File: config.mk
export PLATFORM = sky130hd
export DESIGN_NAME = pol_seq_ctrl
export DESIGN_NICKNAME = d
export VERILOG_FILES = /design/src/rtl/pol_seq_ctrl_pkg.sv /design/src/rtl/pol_seq_dwell_tbl.sv /design/src/rtl/pol_seq_ctrl.sv
export SDC_FILE = /design/constraint.sdc
export NUM_CORES = 1
export LEC_CHECK = 0
export BUFFER_PORTS_ARGS = -buffer_cell sky130_fd_sc_hd__buf_2
export CAP_MARGIN = 20
export CORE_MARGIN = 4
export CORE_UTILIZATION = 30
export CTS_CLUSTER_DIAMETER = 150
export DETAILED_ROUTE_END_ITERATION = 7
export PLACE_DENSITY = 0.42
export REMOVE_ABC_BUFFERS = 1
export SLEW_MARGIN = 10
export SYNTH_ARGS = -nofsm -noshare
export SYNTH_HDL_FRONTEND = slang
export SYNTH_SLANG_ARGS = --single-unit
File: constraint.sdc
create_clock -name clk -period 3.2 [get_ports clk]
set_input_delay 0 -clock clk [delete_from_list [all_inputs] [get_ports clk]]
set_output_delay 0 -clock clk [all_outputs]
set_load 0.02 [all_outputs]
File: src/rtl/pol_seq_ctrl_pkg.sv
// Shared state encoding and defaults for the polarization sequencer.
// The optional dwell watchdog is enabled with POL_SEQ_WATCHDOG_EN.
package pol_seq_ctrl_pkg;

  typedef enum logic [2:0] {IDLE, SEEK, DWELL, BLANK, DONE} state_t;

  localparam int DW_DEF        = 16;
  localparam int RST_DWELL     = 1;
  localparam int WD_MARGIN_DEF = 8;

endpackage

File: src/rtl/pol_seq_dwell_tbl.sv
// Per-channel dwell register file: a written 0 is stored as 1 so the timer never free-runs.
// Write takes effect on the next edge; read is combinational; no backpressure.
module pol_seq_dwell_tbl
  import pol_seq_ctrl_pkg::*;
#(
  parameter int NCH = 4,
  parameter int DW  = DW_DEF
) (
  input  logic                   clk,
  input  logic                   rst,
  input  logic                   we,
  input  logic [$clog2(NCH)-1:0] waddr,
  input  logic [DW-1:0]          wdata,
  input  logic [$clog2(NCH)-1:0] raddr,
  output logic [DW-1:0]          rdata
);

  logic [DW-1:0] mem [NCH];

  always_ff @(posedge clk or negedge rst) begin
    if (!rst) begin
      for (int i = 0; i < NCH; i++) mem[i] <= DW'(RST_DWELL);
    end else if (we && (int'(waddr) < NCH)) begin
      mem[waddr] <= (wdata == '0) ? DW'(RST_DWELL) : wdata;
    end
  end

  assign rdata = mem[raddr];

endmodule

File: src/rtl/pol_seq_ctrl.sv
// Polarization LED sequencer, one channel per dwell with blanking gaps; POL_SEQ_WATCHDOG_EN adds a dwell watchdog.
// Outputs are registered with the state; no backpressure, pacing comes from timer_timeout.
module pol_seq_ctrl
  import pol_seq_ctrl_pkg::*;
#(
  parameter int NCH       = 4,
  parameter int BLANK_CYC = 2,
  parameter int DW        = DW_DEF
`ifdef POL_SEQ_WATCHDOG_EN
  ,
  parameter int WD_MARGIN = WD_MARGIN_DEF
`endif
) (
  input  logic                   clk,
  input  logic                   rst,
  input  logic                   run,
  input  logic                   single,
  input  logic                   cfg_we,
  input  logic [$clog2(NCH)-1:0] cfg_addr,
  input  logic [DW-1:0]          cfg_data,
  input  logic [NCH-1:0]         ch_mask,
  input  logic                   timer_timeout,
  output logic                   timer_start,
  output logic [DW-1:0]          timer_setcount,
  output logic [NCH-1:0]         led_en,
  output logic                   cam_trig,
  output logic [$clog2(NCH)-1:0] cur_ch,
  output logic                   busy,
  output logic                   frame_done
`ifdef POL_SEQ_WATCHDOG_EN
  ,
  output logic                   wd_err
`endif
);

  localparam int AW = $clog2(NCH);
  localparam int BW = $clog2(BLANK_CYC + 1);

  state_t         state;
  logic [AW:0]    seek_idx;
  logic [NCH-1:0] mask_q;
  logic [BW-1:0]  blank_cnt;
  logic           one_shot;
  logic           start_req;
  logic           seek_hit;
  logic           more;
  logic [AW-1:0]  seek_ch;
  logic [DW-1:0]  tbl_rdata;

  function automatic logic any_from(input logic [NCH-1:0] m, input int from);
    any_from = 1'b0;
    for (int i = 0; i < NCH; i++) if (i >= from && m[i]) any_from = 1'b1;
  endfunction

  function automatic logic [AW-1:0] first_from(input logic [NCH-1:0] m, input int from);
    first_from = '0;
    for (int i = NCH - 1; i >= 0; i--) if (i >= from && m[i]) first_from = AW'(i);
  endfunction

  // The live mask is only looked at in SEEK; BLANK decides on the copy taken there.
  assign seek_hit = any_from(ch_mask, int'(seek_idx));
  assign seek_ch  = first_from(ch_mask, int'(seek_idx));
  assign more     = any_from(mask_q, int'(cur_ch) + 1);

`ifdef POL_SEQ_WATCHDOG_EN
  logic [DW:0] wd_cnt;
  logic [DW:0] wd_limit;
  assign wd_limit  = {1'b0, timer_setcount} + (DW+1)'(WD_MARGIN);
  assign start_req = (run | single) & (|ch_mask) & ~wd_err;
`else
  assign start_req = (run | single) & (|ch_mask);
`endif

  pol_seq_dwell_tbl #(.NCH(NCH), .DW(DW)) u_tbl (
    .clk   (clk),
    .rst   (rst),
    .we    (cfg_we),
    .waddr (cfg_addr),
    .wdata (cfg_data),
    .raddr (seek_ch),
    .rdata (tbl_rdata)
  );

  always_ff @(posedge clk or negedge rst) begin
    if (!rst) begin
      state          <= IDLE;
      seek_idx       <= '0;
      mask_q         <= '0;
      blank_cnt      <= '0;
      one_shot       <= 1'b0;
      timer_start    <= 1'b0;
      timer_setcount <= DW'(RST_DWELL);
      led_en         <= '0;
      cam_trig       <= 1'b0;
      cur_ch         <= '0;
      busy           <= 1'b0;
      frame_done     <= 1'b0;
`ifdef POL_SEQ_WATCHDOG_EN
      wd_cnt         <= '0;
      wd_err         <= 1'b0;
`endif
    end else begin
      cam_trig   <= 1'b0;
      frame_done <= 1'b0;
      case (state)
        IDLE: if (start_req) begin
          state    <= SEEK;
          seek_idx <= '0;
          one_shot <= single & ~run;
          busy     <= 1'b1;
        end
        SEEK: begin
          mask_q <= ch_mask;
          if (seek_hit) begin
            state          <= DWELL;
            cur_ch         <= seek_ch;
            led_en         <= NCH'(1) << seek_ch;
            timer_start    <= 1'b1;
            timer_setcount <= tbl_rdata;
            cam_trig       <= 1'b1;
`ifdef POL_SEQ_WATCHDOG_EN
            wd_cnt         <= '0;
`endif
          end else begin
            state      <= DONE;
            frame_done <= 1'b1;
          end
        end
        DWELL: begin
          if (timer_timeout) begin
            state       <= BLANK;
            led_en      <= '0;
            timer_start <= 1'b0;
            blank_cnt   <= '0;
          end
`ifdef POL_SEQ_WATCHDOG_EN
          else if (wd_cnt == wd_limit) begin
            state       <= IDLE;
            led_en      <= '0;
            timer_start <= 1'b0;
            busy        <= 1'b0;
            one_shot    <= 1'b0;
            wd_err      <= 1'b1;
          end else begin
            wd_cnt <= wd_cnt + 1'b1;
          end
`endif
        end
        BLANK: begin
          if (blank_cnt == BW'(BLANK_CYC - 1)) begin
            if (more) begin
              state    <= SEEK;
              seek_idx <= (AW+1)'(cur_ch) + 1'b1;
            end else begin
              state      <= DONE;
              frame_done <= 1'b1;
            end
          end else begin
            blank_cnt <= blank_cnt + 1'b1;
          end
        end
        DONE: begin
          if (run && !one_shot) begin
            state    <= SEEK;
            seek_idx <= '0;
          end else begin
            state    <= IDLE;
            busy     <= 1'b0;
            one_shot <= 1'b0;
          end
        end
        default: state <= IDLE;
      endcase
    end
  end

endmodule

== Word-level counts from Yosys, hierarchy flattened ==
Cells that the tools add are included.
Widths: inputs -> output; s select.

* RAM bits: 0
* Memories kept: 0
* Output and inout bits: 26
* Register bits: 103
* Input port bits: 28
* ROM bits: 0
* Bits in latches: 0

* Div/mod/pow operators: 0
* Order comparisons: 11
* Mux-type cells: 51
* Multipliers: 0
* Reduce and logical (&&, ||, !) cells: 24
* Bitwise logic cells: 6
* Add/subtract/negate cells: 3
* Eq/ne operators: 13
* Shift-type cells: 1

{| class="wikitable"
|+ Operator list
! cell !! number
|-
| $bwmux 64 || 1
|-
| $mux 16 || 4
|-
| $bmux 16 s2 || 1
|-
| $demux 16 s2 || 1
|-
| $mux 3 || 9
|-
| $mux 1 || 19
|-
| $logic_not 16->1 || 1
|-
| $ne 2x2->1 const B || 8
|-
| $pmux 3 s5 || 1
|-
| $ge 1x3->1 const A || 4
|-
| $ge 2x3->1 const A || 4
|-
| $mux 2 || 6
|-
| $reduce_and 3->1 || 4
|-
| $logic_and 1x1->1 || 10
|-
| $pmux 3 s3 || 1
|-
| $mux 4 || 2
|-
| $pmux 1 s2 || 4
|-
| $pmux 4 s2 || 1
|-
| $add 2x1->3 const B || 2
|-
| $eq 3x2->1 const B || 2
|-
| $ge 3x3->1 const B || 2
|-
| $not 2->3 || 2
|-
| $reduce_bool 2->1 || 3
|-
| $reduce_and 5->1 || 1
|-
| other kinds (15) || 16
|}

== Depth between registers and ports, before layout ==
Gate-level depths: netlist (run 1).

* Depth in word-level cells: 10
* Depth in mapped cells: 7

== By module ==
From an unflattened synthesis (run 1), not the netlist that was laid out.

* Cells, all modules: 328
* Area, all modules: 4680.7 um2

{| class="wikitable"
|+ By module, submodules not included
! module !! times used !! area each (um2) !! cells each
|-
| pol_seq_dwell_tbl || 1 || 2832.7 || 165
|-
| pol_seq_ctrl || 1 || 1848.0 || 163
|}

== Worst setup path before layout (run 1) ==
Ideal clock, no wire load.

* Path kind: register -> register
* From: register state[1]
* To: register cur_ch[0]
* Setup slack: 1434 ps
* Buffers on the path: 1
* Data arrival time: 1641 ps
* Cell stages (with the launch flop): 6
* Path through: dfrtp_1 buf_6 nor3b_4 inv_2 a311oi_4 mux2_4

* Longest elaborated chain between the ends: 2

{| class="wikitable"
|+ Ends and longest elaborated chain
! element !! line !! RTL
|-
| from (decl) || pol_seq_ctrl.sv:39 || <nowiki>state_t state;</nowiki>
|-
| from (signal assigned) || pol_seq_ctrl.sv:86 || <nowiki>state <= IDLE;</nowiki>
|-
| from (signal assigned) || pol_seq_ctrl.sv:107 || <nowiki>state <= SEEK;</nowiki>
|-
| from (signal assigned) || pol_seq_ctrl.sv:115 || <nowiki>state <= DWELL;</nowiki>
|-
| $eq 3x1->1 || pol_seq_ctrl.sv:105 || <nowiki>case (state)</nowiki>
|-
| $reduce_and 2->1 (no line) || - ||
|-
| to (signal assigned) || pol_seq_ctrl.sv:116 || <nowiki>cur_ch <= seek_ch;</nowiki>
|-
| to (decl) || pol_seq_ctrl.sv:27 || <nowiki>output logic [$clog2(NCH)-1:0] cur_ch,</nowiki>
|}

No other way between the ends.
A chain may end at the register's enable or synchronous reset.

== Worst setup path after layout (run 1) ==
* From: register state[2]
* To: register timer_setcount[8]

* Longest elaborated chain between the ends: 2

{| class="wikitable"
|+ Ends and longest elaborated chain
! element !! line !! RTL
|-
| $eq 3x1->1 || pol_seq_ctrl.sv:105 ||
|-
| $reduce_and 2->1 (no line) || - ||
|-
| to (signal assigned) || pol_seq_ctrl.sv:92 || <nowiki>timer_setcount <= DW'(RST_DWELL);</nowiki>
|-
| to (signal assigned) || pol_seq_ctrl.sv:119 || <nowiki>timer_setcount <= tbl_rdata;</nowiki>
|-
| to (decl) || pol_seq_ctrl.sv:24 || <nowiki>output logic [DW-1:0] timer_setcount,</nowiki>
|}

No other way between the ends.

==> key figures, run 1 <==
Finish
  – Combined flip-flop and latch cell area: 0.00258 mm²
  – Area Overhead vs Synth: 21.3%
  – Final instance area: ~0.0060 mm²
  – Layout fillers: roughly 1.7k
  – Antenna fix cells: 0
  – Share of cells above drive strength 1: 0.325
  – Multi-input logic area: around 0.0021 mm²
  – Final #Nets: 515

Worst hold path
  – Min-Delay Path Depth: 4
  – Min-delay worst type: input pin to flip-flop
  – Worst Hold End: blank_cnt[1]$_DFFE_PN0P_
  – Hold path start: timer_timeout

CTS
  – TritonCTS sink count: 103
  – Clk root buf: clkbuf_16
  – Cts bufs inserted: 9
  – Clk slew on worst S/H paths: approximately 0.07 ns
  – Max clock buf depth: 2
  – Clock latency on the worst-skew pair: about 0.35 ns
  – Post-CTS Setup Bufs: 0
  – H-Tree Depth: 3
  – CTS tree: done

Timing
  – Worst Tran Pin Value: around 1.0 ns
  – RSZ-0062 raised after global routing: false
  – Fmax: roughly 0.42 GHz
  – # setup viols final: 0
  – Post-layout min period: roughly 2.4 ns
  – Final Skew: ~0.0086 ns
  – WHS: a little under 0.05 ns
  – Final Max Tran Viols: 0
  – Post-route setup slack: roughly 0.84 ns
  – Final hold violations: 0
  – Relative slew slack: 0.309
  – Tcrit/Tclk final: 0.736

Global routing
  – Total track usage: 0.145
  – Vias in the first global route: 3618
  – First-pass GRT wire length: between 20000 and 25000 µm
  – Largest net degree at the start of global routing: 53
  – Initial antenna violation count: 0
  – GRT overflow: 0

Place
  – Placed inst area: 0.00544 mm²
  – Placer Congestion: ~0.76
  – HPWL after DPL: approximately 8200 µm
  – Pre-CTS setup slack: roughly 0.82 ns
  – PortBufs: between 50 and 60

Setup path
  – Critical path class: flip-flop to flip-flop
  – Buffer and inverter count on the worst path: 2
  – Setup crit end kind: flip-flop
  – Worst path required time: roughly 3.4 ns
  – CP max-delay cell: a311oi_4
  – Max incr delay on CP: roughly 0.66 ns
  – CP Launch Type: flip-flop
  – CP max FO: 14
  – Crit path max-delay family: compound AO/OA/AOI/OAI gates
  – R2r setup slk: roughly 0.84 ns
  – Crit path DAT: around 2.5 ns
  – R2R Path Start: state[2]$_DFFE_PN0P_
  – Worst r2r path cells: 5
  – Critical R2R Capture: timer_setcount[8]$_DFFE_PN0P_
  – Cell Chain, Critical Path: nor3b_4 > inv_2 > a311oi_4 > buf_4 > o221ai_1

Synthesis
  – Synth area leaders: dfrtp_1 (50%), mux2_2 (15%), mux2i_1 (3.3%), o221ai_1 (3.0%), o2111ai_1 (2.8%)
  – Mapped Area: 0.00493 mm²
  – Yosys reg bits: roughly 100
  – Post-synth top area cell: dfrtp_1
  – Most used DFF post-synth: dfrtp_1
  – Post-synth EDFFs: 0
  – Yosys cell types: 49
  – Asr flop ratio synth: 1.00
  – Top-area cell type share of the netlist area: 0.498
  – Register area share after synthesis: 0.524
  – Synth Instances: ~400
  – Mean Syn Cell Area: approximately 12 µm²
  – Syn. warnings: 0

Routing
  – Uppermost layer routed: met4
  – Vias post-DR: 3479
  – WL met1: slightly above 6000 µm
  – Via density: 4.96
  – Metal3 WL: ~430 µm
  – First-pass DRT Iterations: 4
  – DR DRC count: 0
  – DRT antenna net count: 0
  – Met2 wire length: around 6000 µm
  – DR iter-0 viols: around 170
  – Post-Route WL: approximately 13000 µm
  – Wire per inst: between 15 and 20 µm

Floorplanning
  – Die Ht: roughly 140 µm
  – I/O pin cnt: 54
  – Core ar.: between 0.015 and 0.02 mm²
  – Die width: approximately 140 µm
  – Die area: 0.0185 mm²
  – Initial Util: 0.308
  – Rows: 46

Power
  – Power per cell area: roughly 850 mW/mm²
  – VDD IR max: 0.000411 V
  – Leak: 2.62 nW

Run
  – Max_cap viols: 0

Status
  – Status: finished, final reports clean
[final cells by class]
| type | instances | share of cell area |
|---|---|---|
| multi-input cells | 257 | 0.358 |
| clock buffers | 13 | 0.0435 |
| clock inverters | 3 | 0.0109 |
| inverters | 26 | 0.0163 |
| repair buffers | 84 | 0.0934 |
| flip-flops and latches | 103 | 0.432 |
| well taps | 216 | 0.0452 |
[routing by layer]
metal | GRT usage | up-vias
li1 | - | 1657
met1 | 0.192 | 1772
met2 | 0.236 | 43
met3 | 0.0363 | 7
met4 | 0.0370 | 0
met5 | 0 | -
[tightest hold or removal path, cell delays in order]
cell     delay [ns]
buf_2          0.10
o21ai_0        0.11
nand2_1        0.08
o21ai_0        0.06
[cell families (layout without fill, tap and decap cells)]
kind of cell / count (synthesis) / in the layout / share of synthesized area
flip-flops: 103 / 103 / 0.524
buffers and inverters: 51 / 126 / 0.0457
adder cells (fa/ha/maj): 6 / 6 / 0.0152
AND/OR/NAND/NOR: 89 / 89 / 0.104
multiplexers: 81 / 81 / 0.182
AO/OA/AOI/OAI: 81 / 81 / 0.128
[report_power, final]
| part | switching [W] | internal [W] | total (W) |
|---|---|---|---|
| Clock | 0.000471 | 0.000728 | 0.00120 |
| Combinational | 0.00108 | 0.000794 | 0.00188 |
| Sequential | 0.000289 | 0.00169 | 0.00198 |
[synth_stat cells, types with 4 or more instances]
cell and number:
nor2_1 8, a22o_1 5, and3_1 16, clkbuf_1 12, o21ai_0 14, dfstp_2 5
o2111ai_1 16, inv_1 25, nor4_1 5, mux2_2 64, ha_1 6, o221ai_1 17
dfrtp_1 98, buf_2 9, nand3_1 4, and2_1 16, o211ai_1 4, nand2_1 16
nor3_1 5, a21oi_1 7, mux2i_1 16, nand2b_1 6
[sequential cells by signal, summed over array words and instances (netlist names), 2 cells and up]
register / count
blank_cnt: 2
timer_setcount: 16
mask_q: 4
cur_ch: 2
state: 3
led_en: 4
seek_idx: 3
u_tbl.mem: 64
[through the flow]
step	instances	utilization	TNS, ns	power (W)
floorplan	386	-	-3.16	0.00318
global placement	665	0.340	0	0.00387
CTS	701	0.373	0	0.00514
global route	702	0.374	0	0.00539
finish	702	0.374	0	0.00505
detailed placement	665	0.340	0	0.00388
[cell usage in the layout, fill, tap and decap left out, drive strengths merged, types with 5 or more instances in the layout]
cell type,n
inv,26
nand2,16
clkbuf,13
nor2,8
nor3,5
dfstp,5
mux2i,16
dfrtp,98
a21oi,8
o221ai,17
mux2,65
nor3b,5
ha,6
o2111ai,16
and2,16
nand2b,6
and3,16
o21ai,14
buf,64
a22o,5
dlygate4sd3,20
nor4,5
[worst max-delay path by stage]
stage / endpoint / slack (ns) / cells after the start / startpoint
5_1_grt: timer_setcount[8]$_DFFE_PN0P_ / 0.66 / 5 / state[2]$_DFFE_PN0P_
4_1_cts: timer_setcount[8]$_DFFE_PN0P_ / 0.81 / 5 / state[2]$_DFFE_PN0P_
3_3_place_gp: timer_setcount[10]$_DFFE_PN0P_ / 0.88 / 5 / state[2]$_DFFE_PN0P_
2_1_floorplan: led_en[1]$_DFFE_PN0P_ / -0.30 / 4 / state[2]$_DFFE_PN0P_
6_report: timer_setcount[8]$_DFFE_PN0P_ / 0.84 / 5 / state[2]$_DFFE_PN0P_
3_5_place_dp: timer_setcount[10]$_DFFE_PN0P_ / 0.82 / 5 / state[2]$_DFFE_PN0P_
[what timing repair did]
action,in CTS,in global routing
hold endpoints to repair,112,0
setup endpoints to repair,0,0
hold buffers,20,0
resized for setup,0,0
Power figures use the tool's default switching activity.
==> run 2: changes to the inputs <==
==> constraint.sdc (replaced) <==
create_clock -name clk -period 2.3 [get_ports clk]
set_input_delay 0 -clock clk [delete_from_list [all_inputs] [get_ports clk]]
set_output_delay 0 -clock clk [all_outputs]
set_load 0.02 [all_outputs]
==> key figures, run 2 (synthesized netlist as in run 1, its figures left out) <==
Place
  – HPWL after DPL: 8470 µm (+2.8%)
  – Placed inst area: 0.00552 mm² (+1.6%)
  – Placed insts: 675 (+1.5%)
  – PortBufs: 53 (unchanged)
  – Placer Congestion: 0.762 (+0.36%)

Finish
  – Max reg flops: 64 (unchanged)
  – Largest regs: u_tbl.mem: 64 flops, timer_setcount: 16 flops
  – Share of cells above drive strength 1: 0.341 (+0.0163)
  – Most frequent cells in the layout: dfrtp_1 (98), mux2_2 (64), buf_2 (52)
  – Finished Core Util: 0.376 (+0.00227)
  – Most common cell after layout, fill and taps aside: dfrtp_1
  – Layout fillers: 1641 (-0.67%)
  – Final instance area: 0.00601 mm² (+0.61%)
  – Biggest register: u_tbl.mem
  – Final #Nets: 524 (+1.7%)
  – Antenna fix cells: 0 (unchanged)
  – Post-Layout Cell Count: 711 (+1.3%)
  – Combined flip-flop and latch cell area: 0.00258 mm² (unchanged)
  – Area Overhead vs Synth: 22.0%
  – Multi-input logic area: 0.00214 mm² (unchanged)

Power
  – Leak: 2.64 nW (+1.0%)
  – Fraction of power spent switching nets: 0.381 (+0.0163)
  – Internal Pwr Total: 0.00428 W (+34%)
  – Reg power frac: 0.394 (+0.003)
  – Psw: 0.00264 W (+43%)
  – Power per cell area: 1150 mW/mm² (+36%)
  – VDD IR max: 0.000438 V (+6.4%)
  – Clock group share of total power: 0.218 (-0.019)
  – Total power: 0.00692 W (+37%)
  – Comb pwr share: 0.387 (+0.015)

Routing
  – Post-Route WL: 12800 µm (+1.0%)
  – Wire per inst: 18.0 µm (-0.24%)
  – First-pass DRT Iterations: 4 (unchanged)
  – DR iter-0 viols: 162 (-3.0%)
  – DRT antenna net count: 0 (unchanged)
  – DR DRC count: 0 (unchanged)
  – Vias post-DR: 3552 (+2.1%)
  – Via density: 5.00 (+0.81%)

Status
  – Status: finished, final reports clean

Setup path
  – CP Launch Type: flip-flop
  – CP max FO: 20 (+6)
  – Critical path class: flip-flop to flip-flop
  – Setup crit end kind: flip-flop
  – Worst path required time: 2.52 ns (-0.84 ns)
  – Worst r2r path cells: 4 (-1)
  – Crit path DAT: 2.10 ns (-0.42 ns)

Floorplanning
  – Initial Util: 0.308 (unchanged)
  – Die area: 0.0185 mm² (unchanged)
  – Rows: 46 (unchanged)
  – Die width: 136 µm (unchanged)
  – Core ar.: 0.0160 mm² (unchanged)
  – I/O pin cnt: 54 (unchanged)
  – Die Ht: 136 µm (unchanged)

Timing
  – Tcrit/Tclk final: 0.818 (+0.0818)
  – Relative slew slack: 0.667 (+0.358)
  – Fmax: 0.532 GHz (+25%)
  – Post-layout min period: 1.88 ns (-0.474 ns)
  – RSZ-0062 raised after global routing: false
  – # setup viols final: 0 (unchanged)
  – Final Skew: 0.0134 ns (+0.00478 ns)
  – Final Max Tran Viols: 0 (unchanged)
  – Worst Tran Pin Value: 0.499 ns (-0.534 ns)
  – Final hold violations: 0 (unchanged)
  – WHS: 0.0504 ns (+0.000943 ns)

Run
  – Max_cap viols: 0 (unchanged)

Global routing
  – Total track usage: 0.151 (+0.00612)
  – Largest net degree at the start of global routing: 48 (-9.4%)
  – Initial antenna violation count: 0 (unchanged)
  – GRT overflow: 0 (unchanged)
  – First-pass GRT wire length: 21300 µm (+4.5%)
  – Vias in the first global route: 3783 (+4.6%)

Worst hold path
  – Min-Delay Path Depth: 4 (unchanged)
  – Min-delay worst type: input pin to flip-flop

CTS
  – Max clock buf depth: 2 (unchanged)
  – Cts bufs inserted: 9 (unchanged)
  – TritonCTS sink count: 103 (unchanged)
  – H-Tree Depth: 3 (unchanged)
  – CTS tree: done
  – Clock latency on the worst-skew pair: 0.36 ns (about the same)
  – Clk root buf: clkbuf_16
  – Clk slew on worst S/H paths: 0.07 ns (about the same)
  – Post_cts resized: 0 (unchanged)
run 2: cell count changes in the layout (fill, tap and decap cells not counted), sizes merged:
cell and delta:
buf +9, clkbuf -3, inv +3, bufinv -2, clkinv +1, clkinvlp +1
run 2: final timing paths:
check / startpoint / end / slack [ns]
min: timer_timeout / blank_cnt[1]$_DFFE_PN0P_ / 0.05
max reg2reg: seek_idx[1]$_DFFE_PN0P_ / timer_setcount[13]$_DFFE_PN0P_ / 0.42
max in group asynchronous: rst / u_tbl.mem[4]$_DFFE_PN0P_ / 1.43
min reg2reg: u_tbl.mem[0]$_DFFE_PN1P_ / u_tbl.mem[0]$_DFFE_PN1P_ / 0.48
min in group asynchronous: rst / one_shot$_DFFE_PN0P_ / 0.15
max: seek_idx[1]$_DFFE_PN0P_ / timer_setcount[13]$_DFFE_PN0P_ / 0.42
run 2: worst max-delay path: stages (launching register included):
cell      delay, ns
dfrtp_1        0.47
a21bo_2        0.41
a311oi_4       0.49
buf_4          0.26
o221ai_1       0.12
run 2: area by class of cell:
class | instances | share of cell area
multi-input combinational | 257 | 0.356
clock buffer | 10 | 0.0397
sequential | 103 | 0.430
tap | 216 | 0.0449
inverter | 26 | 0.0162
clock inverter | 6 | 0.00832
timing repair buffer | 93 | 0.105
run 2: routing by layer:
metal  vias up  track usage  part of all wire
met4         0       0.0476             0.015
met5         -            0                 0
met3        12       0.0359             0.035
li1       1676            -                 -
met2        58        0.234              0.46
met1      1806        0.208              0.49
run 2: stage by stage:
stage                     worst slack [ns]  setup TNS, ns
final                                0.419              0
after global routing                 0.301              0
after CTS                            0.397              0
after detailed placement             0.403              0
after global placement               0.455              0
after floorplan                      -1.20         -21.47
run 2: timing repair:
item / in CTS / in global routing
setup buffers: 0 / 0
hold endpoints to repair: 99 / 0
hold buffers: 20 / 0
run 2: power groups by stage:
stage               Clock [W]  Sequential, W  Combinational [W]
floorplan                   0        0.00290            0.00152
global placement            0        0.00275            0.00266
detailed placement          0        0.00276            0.00270
CTS                   0.00158        0.00273            0.00273
global route          0.00166        0.00281            0.00298
finish                0.00151        0.00273            0.00268
